### config.mk
export PLATFORM = sky130hd
export DESIGN_NAME = uart_tx_port
export DESIGN_NICKNAME = d
export VERILOG_FILES = /design/src/rtl/uart_tx_port.sv
export SDC_FILE = /design/constraint.sdc
export NUM_CORES = 1
export LEC_CHECK = 0
export BUFFER_PORTS_ARGS = -buffer_cell sky130_fd_sc_hd__buf_2
export CORE_MARGIN = 2
export CORE_UTILIZATION = 47
export CTS_CLUSTER_SIZE = 8
export DETAILED_ROUTE_END_ITERATION = 6
export PLACE_DENSITY = 0.69
export SLEW_MARGIN = 20
export SYNTH_ARGS = -nofsm -noshare
export SYNTH_HDL_FRONTEND = slang
export SYNTH_SLANG_ARGS = --single-unit
### constraint.sdc
create_clock -name clk -period 3.5 [get_ports clk]
set_input_delay 0.175 -clock clk [delete_from_list [all_inputs] [get_ports clk]]
set_output_delay 0.175 -clock clk [all_outputs]
set_load 0.02 [all_outputs]
### src/rtl/uart_tx_port.sv
// Memory-mapped UART transmitter: a small byte FIFO feeding an 8N1 serializer
// whose bit period comes from a programmable clock divisor.

module uart_tx_port_div_lane #(
  parameter logic [7:0] RST_VAL = 8'h00
) (
  input  logic       clk,
  input  logic       rst_n,
  input  logic       we,
  input  logic [7:0] d,
  output logic [7:0] q
);

  always_ff @(posedge clk or negedge rst_n) begin
    if (!rst_n)  q <= RST_VAL;
    else if (we) q <= d;
  end

endmodule

module uart_tx_port #(
  parameter logic [15:0] DEFAULT_DIV = 16'd434,
  parameter int          FIFO_DEPTH  = 4
) (
  input  logic        clk,
  input  logic        rst_n,
  input  logic        ram_ce,
  input  logic        ram_wr_en,
  input  logic [31:0] ram_addr,
  input  logic [3:0]  ram_addr_sel,
  input  logic [31:0] ram_wr_data,
  output logic [31:0] ram_data_in,
  output logic        uart_txd
);

  localparam int PW = (FIFO_DEPTH > 1) ? $clog2(FIFO_DEPTH) : 1;
  localparam int CW = PW + 1;
  localparam logic [CW-1:0] DEPTH_C = CW'(FIFO_DEPTH);

  localparam logic [1:0] REG_TXDATA = 2'd0;
  localparam logic [1:0] REG_STATUS = 2'd1;
  localparam logic [1:0] REG_BAUD   = 2'd2;

  localparam logic [1:0] S_IDLE  = 2'd0;
  localparam logic [1:0] S_START = 2'd1;
  localparam logic [1:0] S_DATA  = 2'd2;
  localparam logic [1:0] S_STOP  = 2'd3;

  typedef struct packed {
    logic        wr;
    logic [1:0]  reg_sel;
    logic [1:0]  be;
    logic [15:0] wdata;
  } bus_req_t;

  bus_req_t req;
  logic     rd_en;

  assign req   = '{wr: ram_ce & ram_wr_en, reg_sel: ram_addr[3:2],
                   be: ram_addr_sel[1:0], wdata: ram_wr_data[15:0]};
  assign rd_en = ram_ce & ~ram_wr_en;

  // Only byte lanes 0/1 and address bits [3:2] carry meaning here.
  logic unused_bits;
  assign unused_bits = ^{ram_addr[31:4], ram_addr[1:0], ram_addr_sel[3:2], ram_wr_data[31:16]};

  // Baud divisor, one byte-lane register per writable lane
  logic [1:0][7:0] div_lanes;
  logic [15:0]     div;
  logic            baud_wr;

  assign baud_wr = req.wr && (req.reg_sel == REG_BAUD);
  assign div     = div_lanes;

  for (genvar i = 0; i < 2; i++) begin : g_div
    uart_tx_port_div_lane #(.RST_VAL(DEFAULT_DIV[8*i +: 8])) u_lane (
      .clk   (clk),
      .rst_n (rst_n),
      .we    (baud_wr & req.be[i]),
      .d     (req.wdata[8*i +: 8]),
      .q     (div_lanes[i])
    );
  end

  // Transmit FIFO
  logic [FIFO_DEPTH-1:0][7:0] mem;
  logic [PW-1:0]              wr_ptr, rd_ptr;
  logic [CW-1:0]              count;
  logic                       fifo_empty, fifo_full;
  logic                       push, push_ok, pop;

  assign fifo_empty = (count == '0);
  assign fifo_full  = (count == DEPTH_C);
  assign push       = req.wr && (req.reg_sel == REG_TXDATA) && req.be[0];
  // A full FIFO still takes a byte when the serializer drains one that same cycle.
  assign push_ok    = push && (!fifo_full || pop);

  always_ff @(posedge clk) begin
    if (push_ok) mem[wr_ptr] <= req.wdata[7:0];
  end

  always_ff @(posedge clk or negedge rst_n) begin
    if (!rst_n) begin
      wr_ptr <= '0;
      rd_ptr <= '0;
      count  <= '0;
    end else begin
      if (push_ok) wr_ptr <= wr_ptr + 1'b1;
      if (pop)     rd_ptr <= rd_ptr + 1'b1;
      case ({push_ok, pop})
        2'b10:   count <= count + 1'b1;
        2'b01:   count <= count - 1'b1;
        default: count <= count;
      endcase
    end
  end

  // Sticky overflow; a new drop beats a simultaneous clear
  logic overflow, ovf_set, ovf_clr;

  assign ovf_set = push && fifo_full && !pop;
  assign ovf_clr = req.wr && (req.reg_sel == REG_STATUS) && req.be[0] && req.wdata[3];

  always_ff @(posedge clk or negedge rst_n) begin
    if (!rst_n)       overflow <= 1'b0;
    else if (ovf_set) overflow <= 1'b1;
    else if (ovf_clr) overflow <= 1'b0;
  end

  // Serializer
  logic [1:0]  state;
  logic [15:0] cnt, bit_rld, eff_m1;
  logic [2:0]  bit_idx;
  logic [7:0]  shreg;
  logic        bit_end, tx_busy;

  assign eff_m1  = (div == 16'd0) ? 16'd0 : div - 16'd1;
  assign bit_end = (cnt == 16'd0);
  assign tx_busy = (state != S_IDLE);
  assign pop     = !fifo_empty && ((state == S_IDLE) || ((state == S_STOP) && bit_end));

  // uart_txd is registered alongside the state so the line never glitches.
  always_ff @(posedge clk or negedge rst_n) begin
    if (!rst_n) begin
      state    <= S_IDLE;
      uart_txd <= 1'b1;
      cnt      <= 16'd0;
      bit_rld  <= 16'd0;
      bit_idx  <= 3'd0;
      shreg    <= 8'h00;
    end else begin
      case (state)
        S_IDLE: begin
          if (pop) begin
            state    <= S_START;
            uart_txd <= 1'b0;
            shreg    <= mem[rd_ptr];
            bit_rld  <= eff_m1;
            cnt      <= eff_m1;
          end
        end
        S_START: begin
          if (bit_end) begin
            state    <= S_DATA;
            uart_txd <= shreg[0];
            shreg    <= {1'b0, shreg[7:1]};
            bit_idx  <= 3'd0;
            cnt      <= bit_rld;
          end else begin
            cnt <= cnt - 16'd1;
          end
        end
        S_DATA: begin
          if (bit_end) begin
            cnt <= bit_rld;
            if (bit_idx == 3'd7) begin
              state    <= S_STOP;
              uart_txd <= 1'b1;
            end else begin
              bit_idx  <= bit_idx + 3'd1;
              uart_txd <= shreg[0];
              shreg    <= {1'b0, shreg[7:1]};
            end
          end else begin
            cnt <= cnt - 16'd1;
          end
        end
        S_STOP: begin
          if (bit_end) begin
            if (pop) begin
              state    <= S_START;
              uart_txd <= 1'b0;
              shreg    <= mem[rd_ptr];
              bit_rld  <= eff_m1;
              cnt      <= eff_m1;
            end else begin
              state    <= S_IDLE;
              uart_txd <= 1'b1;
            end
          end else begin
            cnt <= cnt - 16'd1;
          end
        end
        default: begin
          state    <= S_IDLE;
          uart_txd <= 1'b1;
        end
      endcase
    end
  end

  always_comb begin
    ram_data_in = 32'h0;
    if (rd_en) begin
      case (ram_addr[3:2])
        REG_STATUS: ram_data_in = {28'h0, overflow, fifo_empty, fifo_full, tx_busy};
        REG_BAUD:   ram_data_in = {16'h0, div};
        default:    ram_data_in = 32'h0;
      endcase
    end
  end

endmodule

==> impl_table.tex, run 1 <==
\begin{tabular}{lr}
\hline
Metric & Value \\
\hline
\multicolumn{2}{l}{\textbf{Status}} \\
\quad Run status & completed \\
\multicolumn{2}{l}{\textbf{Die}} \\
\quad Die Span X & approximately 110 um \\
\quad Placeable core region & 12000 sq um \\
\quad Die area & 13200 sq um \\
\quad Number of placed I/O pins & 105 \\
\quad Die span in y & $\sim$110 um \\
\quad FP Rows & 40 \\
\quad Initial standard-cell utilization of the core & about half \\
\multicolumn{2}{l}{\textbf{Clock tree}} \\
\quad Number of CTS-inserted buffers & 9 \\
\quad Maximum count of clock buffers along a single path & 2 \\
\quad Worst-Skew Late Latency & around 0.35 ns \\
\quad Maximum level of the CTS H-tree & 3 \\
\quad Clock tree from TritonCTS & built \\
\quad TritonCTS Sinks & 102 \\
\quad Buffers inserted during post-CTS setup optimization & 0 \\
\quad Cell at the root of the clock tree & sky130\_fd\_sc\_hd\_\_clkbuf\_16 \\
\quad Clock-pin slew on the worst setup and hold paths & 0.08 ns \\
\quad CTS resizes & 0 \\
\multicolumn{2}{l}{\textbf{Critical path}} \\
\quad Startpoint of the worst register-to-register path & cnt[8] \\
\quad Type of the worst setup path & register to register \\
\quad Critical path endpoint category & register \\
\quad CP max FO & 19 \\
\quad Critical path arrival & 3.48 ns \\
\quad Reg-to-reg critical path endpoint & count[2] \\
\quad R2r setup slk & 0.29 ns \\
\quad Reg2Reg Depth & 10 \\
\quad Required arrival time at the worst endpoint & 3.77 ns \\
\quad Element type at the critical path start & register \\
\multicolumn{2}{l}{\textbf{Power and ir drop}} \\
\quad Total power consumption of the routed design & between 5000 and 6000 uW \\
\quad Leakage power & 0.00270 uW \\
\quad Maximum ir drop on the vdd rail & 0.393 mV \\
\quad Cell area power density & roughly 870 nW/um\^{}2 \\
\multicolumn{2}{l}{\textbf{Timing}} \\
\quad Hold Vio Cnt, Final & 0 \\
\quad Setup TNS after final layout & 0 ns \\
\quad Clk\_skew & roughly 0.0088 ns \\
\quad Minimum period implied by the final worst setup slack & between 3 and 4 ns \\
\quad Setup repair after global routing missed its margin & no \\
\quad Fmax & between 300 and 400 MHz \\
\quad Setup slack after layout & 0.289 ns \\
\quad Slew margin rel. & 42.9\% \\
\quad Period utilization & 91.7\% \\
\quad Slew @ Worst Pin & 0.848 ns \\
\quad Max-slew violation count & 0 \\
\quad Final number of setup-violating endpoints & 0 \\
\multicolumn{2}{l}{\textbf{Synth}} \\
\quad Synth async-reset ratio & between 60\% and 70\% \\
\quad Ys Warns & 0 \\
\quad Main synth FF type & sky130\_fd\_sc\_hd\_\_dfrtp\_1 \\
\quad Number of enable flip-flop cells after synthesis & 32 \\
\quad Cell variety after synth & 70 \\
\quad Synthesized netlist cell count & 556 \\
\quad Cell area after synthesis & 5790 sq um \\
\quad Seq cells post-synth & 102 \\
\quad Per-instance average area after synthesis & 10.4 sq um \\
\quad Register area share after synthesis & 47.0\% \\
\multicolumn{2}{l}{\textbf{Global routing}} \\
\quad Maximum number of pins on one net before global-route repair & 47 \\
\quad Wire length of the first global-routing pass & 20800 um \\
\quad Via count of the first global-routing pass & 4033 \\
\quad Overflow left after global routing & 0 \\
\quad Global routing usage summed across all routing layers & between 20 and 25\% \\
\quad Antenna violations before repair & 0 \\
\multicolumn{2}{l}{\textbf{Min path}} \\
\quad End point of the most critical hold path & g\_div[1].u\_lane.q[7] \\
\quad Hold Path Class & input pin to register \\
\quad Worst hold path stage count & 2 \\
\quad Startpoint of the most critical hold path & ram\_wr\_data[15] \\
\multicolumn{2}{l}{\textbf{Cells and area}} \\
\quad Commonest non-fill, non-tap cells in the layout & sky130\_fd\_sc\_hd\_\_dfrtp\_1 (64), sky130\_fd\_sc\_hd\_\_nor2\_1 (57), sky130\_fd\_sc\_hd\_\_buf\_2 (40) \\
\quad Share of cells above drive strength 1 & 21.1\% \\
\quad Count of antenna diodes in the layout & 0 \\
\quad Post-route cell area & $\sim$6400 sq um \\
\quad Post-layout utilization of the core & 53.4\% \\
\quad Area growth from synthesis to layout & 10.8\% \\
\quad Net count, final & 688 \\
\quad Most common cell after layout, fill and taps aside & sky130\_fd\_sc\_hd\_\_dfrtp\_1 \\
\multicolumn{2}{l}{\textbf{Routing}} \\
\quad Starting DRT DRC Count & 361 \\
\quad DR vias/cell & just under 6 \\
\quad Count of nets left with antenna violations after detail routing & 0 \\
\quad Mean routed wirelength per cell & 16.9 um \\
\quad Number of optimization iterations in the first detailed-route pass & 6 \\
\quad Routed wire length & 12600 um \\
\quad Total vias in the final route & 4336 \\
\quad Residual DRC count & 0 \\
\multicolumn{2}{l}{\textbf{Run}} \\
\quad Count of max-cap constraint violations & 0 \\
\multicolumn{2}{l}{\textbf{Placed design}} \\
\quad Post-Place Worst Slack & 0.312 ns \\
\quad Number of I/O port buffers & 40 \\
\quad Post-detail-place hpwl & 8850 um \\
\quad Post-place instance area & 6090 sq um \\
\quad Placer congestion estimate & 0.888 \\
\hline
\end{tabular}
layer usage:
metal	global-route usage (%)	vias to the layer above	routed length [um]
met5	0	-	0
li1	-	2068	-
met4	5.70	0	116
met3	4.06	11	713
met2	31.5	158	5980
met1	28.6	2099	5810
cell type report:
cell class                 instances  area [sq um]
fill                            1058          5600
multi-input combinational        410          2810
sequential                       102          2720
timing repair buffer              54           308
clock buffer                       9           225
tap                              147           184
clock inverter                     7          82.6
inverter                          20          80.1
what timing repair did:
action,in CTS,in global routing
hold buffers,1,0
endpoints found under the hold margin,23,0
endpoints found under the setup margin,0,0
synthesized netlist by cell type (all sizes together), types with 5 or more instances:
library cell / count / area share (%)
mux4: 8 / 3.1
buf: 24 / 3.0
mux2: 30 / 5.8
or4: 5 / 0.78
xnor2: 13 / 2.0
nand2b: 8 / 0.86
nor3: 32 / 2.8
clkbuf: 15 / 0.97
ha: 18 / 3.9
dfrtp: 64 / 28
xor2: 8 / 1.2
nand2: 35 / 2.3
o22ai: 7 / 0.76
dfstp: 6 / 2.7
nand4: 5 / 0.54
nand3: 6 / 0.52
and2: 17 / 1.8
a21oi: 28 / 2.7
or3: 9 / 0.97
edfxtp: 32 / 17
nor4: 8 / 0.97
inv: 19 / 1.2
o21ai: 30 / 2.9
nor2: 58 / 3.8
nor2b: 5 / 0.54
worst max-delay path, stage by stage (launching register included):
cell                       delay [ns]
sky130_fd_sc_hd__dfrtp_1         0.45
sky130_fd_sc_hd__or4_4           0.57
sky130_fd_sc_hd__or4_4           0.52
sky130_fd_sc_hd__o31a_4          0.36
sky130_fd_sc_hd__clkinv_4        0.15
sky130_fd_sc_hd__ha_1            0.21
sky130_fd_sc_hd__inv_1           0.06
sky130_fd_sc_hd__fa_1            0.39
sky130_fd_sc_hd__xor2_1          0.16
sky130_fd_sc_hd__nor2_1          0.11
sky130_fd_sc_hd__xor2_1          0.15
cell families (layout without fill, tap and decap cells):
family                   after synthesis  after routing  share of synthesized area (%)
AO/OA/AOI/OAI                        105            105                           12.1
XOR/XNOR                              21             21                           3.18
adder cells (fa/ha/maj)               19             19                           4.24
buffers and inverters                 59             90                           5.36
flip-flops                           102            102                           47.0
multiplexers                          42             42                           9.64
other                                  1             16                         0.0648
AND/OR/NAND/NOR                      207            207                           18.4
metrics by stage:
step	hold WS, ns	cells
5_1_grt	0.0413	749
3_5_place_dp	0.221	732
2_1_floorplan	-0.121	571
3_3_place_gp	0.208	732
6_report	0.0497	749
4_1_cts	0.0367	749
flip-flops by register name (all words and copies together) (netlist names):
register	count
bit_idx	3
bit_rld	16
cnt	16
count	3
g_div.u_lane.q	16
mem	32
overflow	1
rd_ptr	2
shreg	8
state	2
uart_txd	1
wr_ptr	2
power by group:
part | internal [uW] | switching (uW) | total [uW]
logic | 1140 | 1480 | 2620
clock network | 515 | 500 | 1010
registers | 1580 | 369 | 1950
total | 3240 | 2350 | 5590
worst max-delay path by stage:
stage,from,end,slack [ns]
after floorplan,cnt[8],count[2],0.44
after global placement,cnt[8],count[2],0.36
after detailed placement,cnt[8],count[2],0.31
after CTS,cnt[8],count[2],0.28
after global routing,cnt[8],count[2],0.19
final,cnt[8],count[2],0.29
(Power assumes the default switching activity.)
==> run 2: changes to the inputs <==
CORE_UTILIZATION = 30   (was 47)
PLACE_DENSITY = 0.45   (was 0.69)
==> run 2 against run 1 <==
  * Routed wire length is 13% higher
  * Final cell count is 16% higher
  * Global-route usage is 5.2 points lower
  * Register-to-register slack better by 0.12 ns
  * Clock-buffer cell count stayed put
  * Fmax is 4.0% higher
  * Critical path type unchanged
  * Largest power group unchanged
==> impl_table.tex, run 2 (synthesis gave the netlist of run 1 again) <==
\begin{tabular}{lr}
\hline
Metric & Value \\
\hline
\multicolumn{2}{l}{\textbf{Placed design}} \\
\quad Number of I/O port buffers & 40 \\
\quad Placer congestion estimate & between 0.8 and 0.9 \\
\quad Post-detail-place hpwl & 10300 um \\
\quad Post-Place Worst Slack & 0.422 ns \\
\multicolumn{2}{l}{\textbf{Timing}} \\
\quad Max-slew violation count & 0 \\
\quad Setup TNS after final layout & 0 ns \\
\quad Slew margin rel. & 55.2\% \\
\quad Clk\_skew & 0.0142 ns \\
\quad Final number of setup-violating endpoints & 0 \\
\quad Slew @ Worst Pin & 0.666 ns \\
\quad Minimum period implied by the final worst setup slack & between 3 and 4 ns \\
\quad Setup repair after global routing missed its margin & no \\
\quad Hold Vio Cnt, Final & 0 \\
\quad Setup slack after layout & 0.412 ns \\
\quad Fmax & 324 MHz \\
\quad Period utilization & 88.2\% \\
\multicolumn{2}{l}{\textbf{Routing}} \\
\quad Routed wire length & $\sim$14000 um \\
\quad Number of optimization iterations in the first detailed-route pass & 4 \\
\quad Mean routed wirelength per cell & 16.5 um \\
\quad Residual DRC count & 0 \\
\quad Total vias in the final route & 4283 \\
\quad DR vias/cell & 4.94 \\
\quad Count of nets left with antenna violations after detail routing & 0 \\
\quad Starting DRT DRC Count & $\sim$180 \\
\multicolumn{2}{l}{\textbf{Status}} \\
\quad Run status & completed \\
\multicolumn{2}{l}{\textbf{Critical path}} \\
\quad Reg-to-reg critical path endpoint & count[2] \\
\quad Startpoint of the worst register-to-register path & cnt[8] \\
\quad Type of the worst setup path & register to register \\
\quad Element type at the critical path start & register \\
\quad Endpoint of the worst setup timing path & count[2] \\
\quad Critical path endpoint category & register \\
\quad Required arrival time at the worst endpoint & 3.78 ns \\
\quad Reg2Reg Depth & 10 \\
\quad Worst Setup SP & cnt[8] \\
\quad R2r setup slk & $\sim$0.4 ns \\
\quad Critical path arrival & 3.37 ns \\
\quad CP max FO & 6 \\
\multicolumn{2}{l}{\textbf{Cells and area}} \\
\quad Count of antenna diodes in the layout & 0 \\
\quad Share of cells above drive strength 1 & between 20\% and 30\% \\
\quad Area growth from synthesis to layout & 14.1\% \\
\quad Largest register by flop count & mem \\
\quad Most common cell after layout, fill and taps aside & sky130\_fd\_sc\_hd\_\_dfrtp\_1 \\
\quad Commonest non-fill, non-tap cells in the layout & sky130\_fd\_sc\_hd\_\_dfrtp\_1 (64), sky130\_fd\_sc\_hd\_\_nor2\_1 (57), sky130\_fd\_sc\_hd\_\_buf\_2 (40) \\
\quad Net count, final & 693 \\
\quad Largest register FFs & 32 \\
\multicolumn{2}{l}{\textbf{Clock tree}} \\
\quad Maximum count of clock buffers along a single path & 2 \\
\quad Clock tree from TritonCTS & built \\
\quad Cell at the root of the clock tree & sky130\_fd\_sc\_hd\_\_clkbuf\_16 \\
\quad Clock-pin slew on the worst setup and hold paths & 0.09 ns \\
\quad CTS resizes & 0 \\
\quad Number of CTS-inserted buffers & 9 \\
\quad TritonCTS Sinks & 102 \\
\quad Hold-fix buffers at CTS & 1 \\
\quad Maximum level of the CTS H-tree & 3 \\
\quad Buffers inserted during post-CTS setup optimization & 0 \\
\quad Worst-Skew Late Latency & 0.37 ns \\
\multicolumn{2}{l}{\textbf{Min path}} \\
\quad Worst hold path stage count & 1 \\
\quad Hold Path Class & input pin to register \\
\multicolumn{2}{l}{\textbf{Run}} \\
\quad Count of max-cap constraint violations & 0 \\
\multicolumn{2}{l}{\textbf{Global routing}} \\
\quad Global routing usage summed across all routing layers & between 10\% and 20\% \\
\quad Wire length of the first global-routing pass & roughly 23000 um \\
\quad Antenna violations before repair & 0 \\
\quad Via count of the first global-routing pass & 4386 \\
\quad Maximum number of pins on one net before global-route repair & 28 \\
\quad Overflow left after global routing & 0 \\
\multicolumn{2}{l}{\textbf{Power and ir drop}} \\
\quad Maximum ir drop on the vdd rail & 0.284 mV \\
\quad Proportion of power drawn by combinational gates & 47.1\% \\
\quad Clock network power share & 18.7\% \\
\quad Cell internal pwr & 3270 uW \\
\quad Leakage power & 0.00273 uW \\
\quad Sequential cell fraction of total power & 34.2\% \\
\quad Switching power of the nets & 2430 uW \\
\quad Sw Share & approximately 43\% \\
\quad Cell area power density & around 860 nW/um\^{}2 \\
\multicolumn{2}{l}{\textbf{Die}} \\
\quad Die Span X & 143 um \\
\quad Die span in y & 143 um \\
\quad Number of placed I/O pins & roughly 110 \\
\quad FP Rows & 50 \\
\quad Initial standard-cell utilization of the core & around 31\% \\
\quad Die area & roughly 20000 sq um \\
\quad Placeable core region & 18800 sq um \\
\hline
\end{tabular}
-- run 2: changes by cell type in the layout (fill, tap and decap cells not counted) --
cell,change
sky130_fd_sc_hd__clkinv_8,+1
sky130_fd_sc_hd__clkinv_4,-1
sky130_fd_sc_hd__inv_6,+1
sky130_fd_sc_hd__clkinvlp_4,-1
sky130_fd_sc_hd__buf_4,+5
-- run 2: worst max-delay path, cell delays in order, from the launching register on --
cell                       delay, ns
sky130_fd_sc_hd__dfrtp_1        0.45
sky130_fd_sc_hd__or4_4          0.57
sky130_fd_sc_hd__or4_4          0.54
sky130_fd_sc_hd__o31a_4         0.37
sky130_fd_sc_hd__clkinv_4       0.05
sky130_fd_sc_hd__ha_1           0.16
sky130_fd_sc_hd__inv_1          0.06
sky130_fd_sc_hd__fa_1           0.38
sky130_fd_sc_hd__xor2_1         0.15
sky130_fd_sc_hd__nor2_1         0.12
sky130_fd_sc_hd__xor2_1         0.16
-- run 2: stage by stage --
| stage | total power (uW) | instance area (sq um) | utilization (%) | cells | hold WS (ns) |
|---|---|---|---|---|---|
| floorplan | 3920 | 5840 | - | 571 | -0.121 |
| CTS | 5760 | 6600 | 35.0 | 867 | 0.0289 |
| global route | 6200 | 6600 | 35.0 | 867 | 0.0412 |
| detailed placement | 4680 | 6270 | 33.3 | 850 | 0.241 |
| global placement | 4610 | 6270 | 33.3 | 850 | 0.225 |
| finish | 5710 | 6600 | 35.0 | 867 | 0.0416 |
-- run 2: power groups by stage --
stage / Sequential, uW / Combinational, uW / Clock (uW)
4_1_cts: 1950 / 2710 / 1100
3_5_place_dp: 1970 / 2710 / 0
2_1_floorplan: 1820 / 2090 / 0
6_report: 1950 / 2690 / 1070
3_3_place_gp: 1960 / 2640 / 0
5_1_grt: 2020 / 3040 / 1140
-- run 2: metal layers --
layer	up-vias	wire length [um]	global-route usage, %
li1	2078	-	-
met1	2108	6850	19.9
met2	83	6790	24.7
met3	14	473	2.58
met4	0	191	4.79
met5	-	0	0
-- run 2: area by class of cell --
| cell class | count | area (sq um) |
|---|---|---|
| timing repair buffer | 59 | 345 |
| sequential | 102 | 2720 |
| inverter | 20 | 80.1 |
| fill | 1921 | 12200 |
| clock buffer | 9 | 225 |
| multi-input combinational | 410 | 2810 |
| tap | 260 | 325 |
| clock inverter | 7 | 91.3 |
-- run 2: worst min path at each step --
stage	from	to	slack [ns]
4_1_cts	ram_wr_data[14]	g_div[1].u_lane.q[6]	0.03
3_3_place_gp	rst_n	bit_rld[13]	0.23
2_1_floorplan	rst_n	bit_idx[0]	-0.12
6_report	ram_wr_data[6]	mem[22]	0.04
5_1_grt	ram_wr_data[13]	g_div[1].u_lane.q[5]	0.04
3_5_place_dp	rst_n	bit_rld[13]	0.24
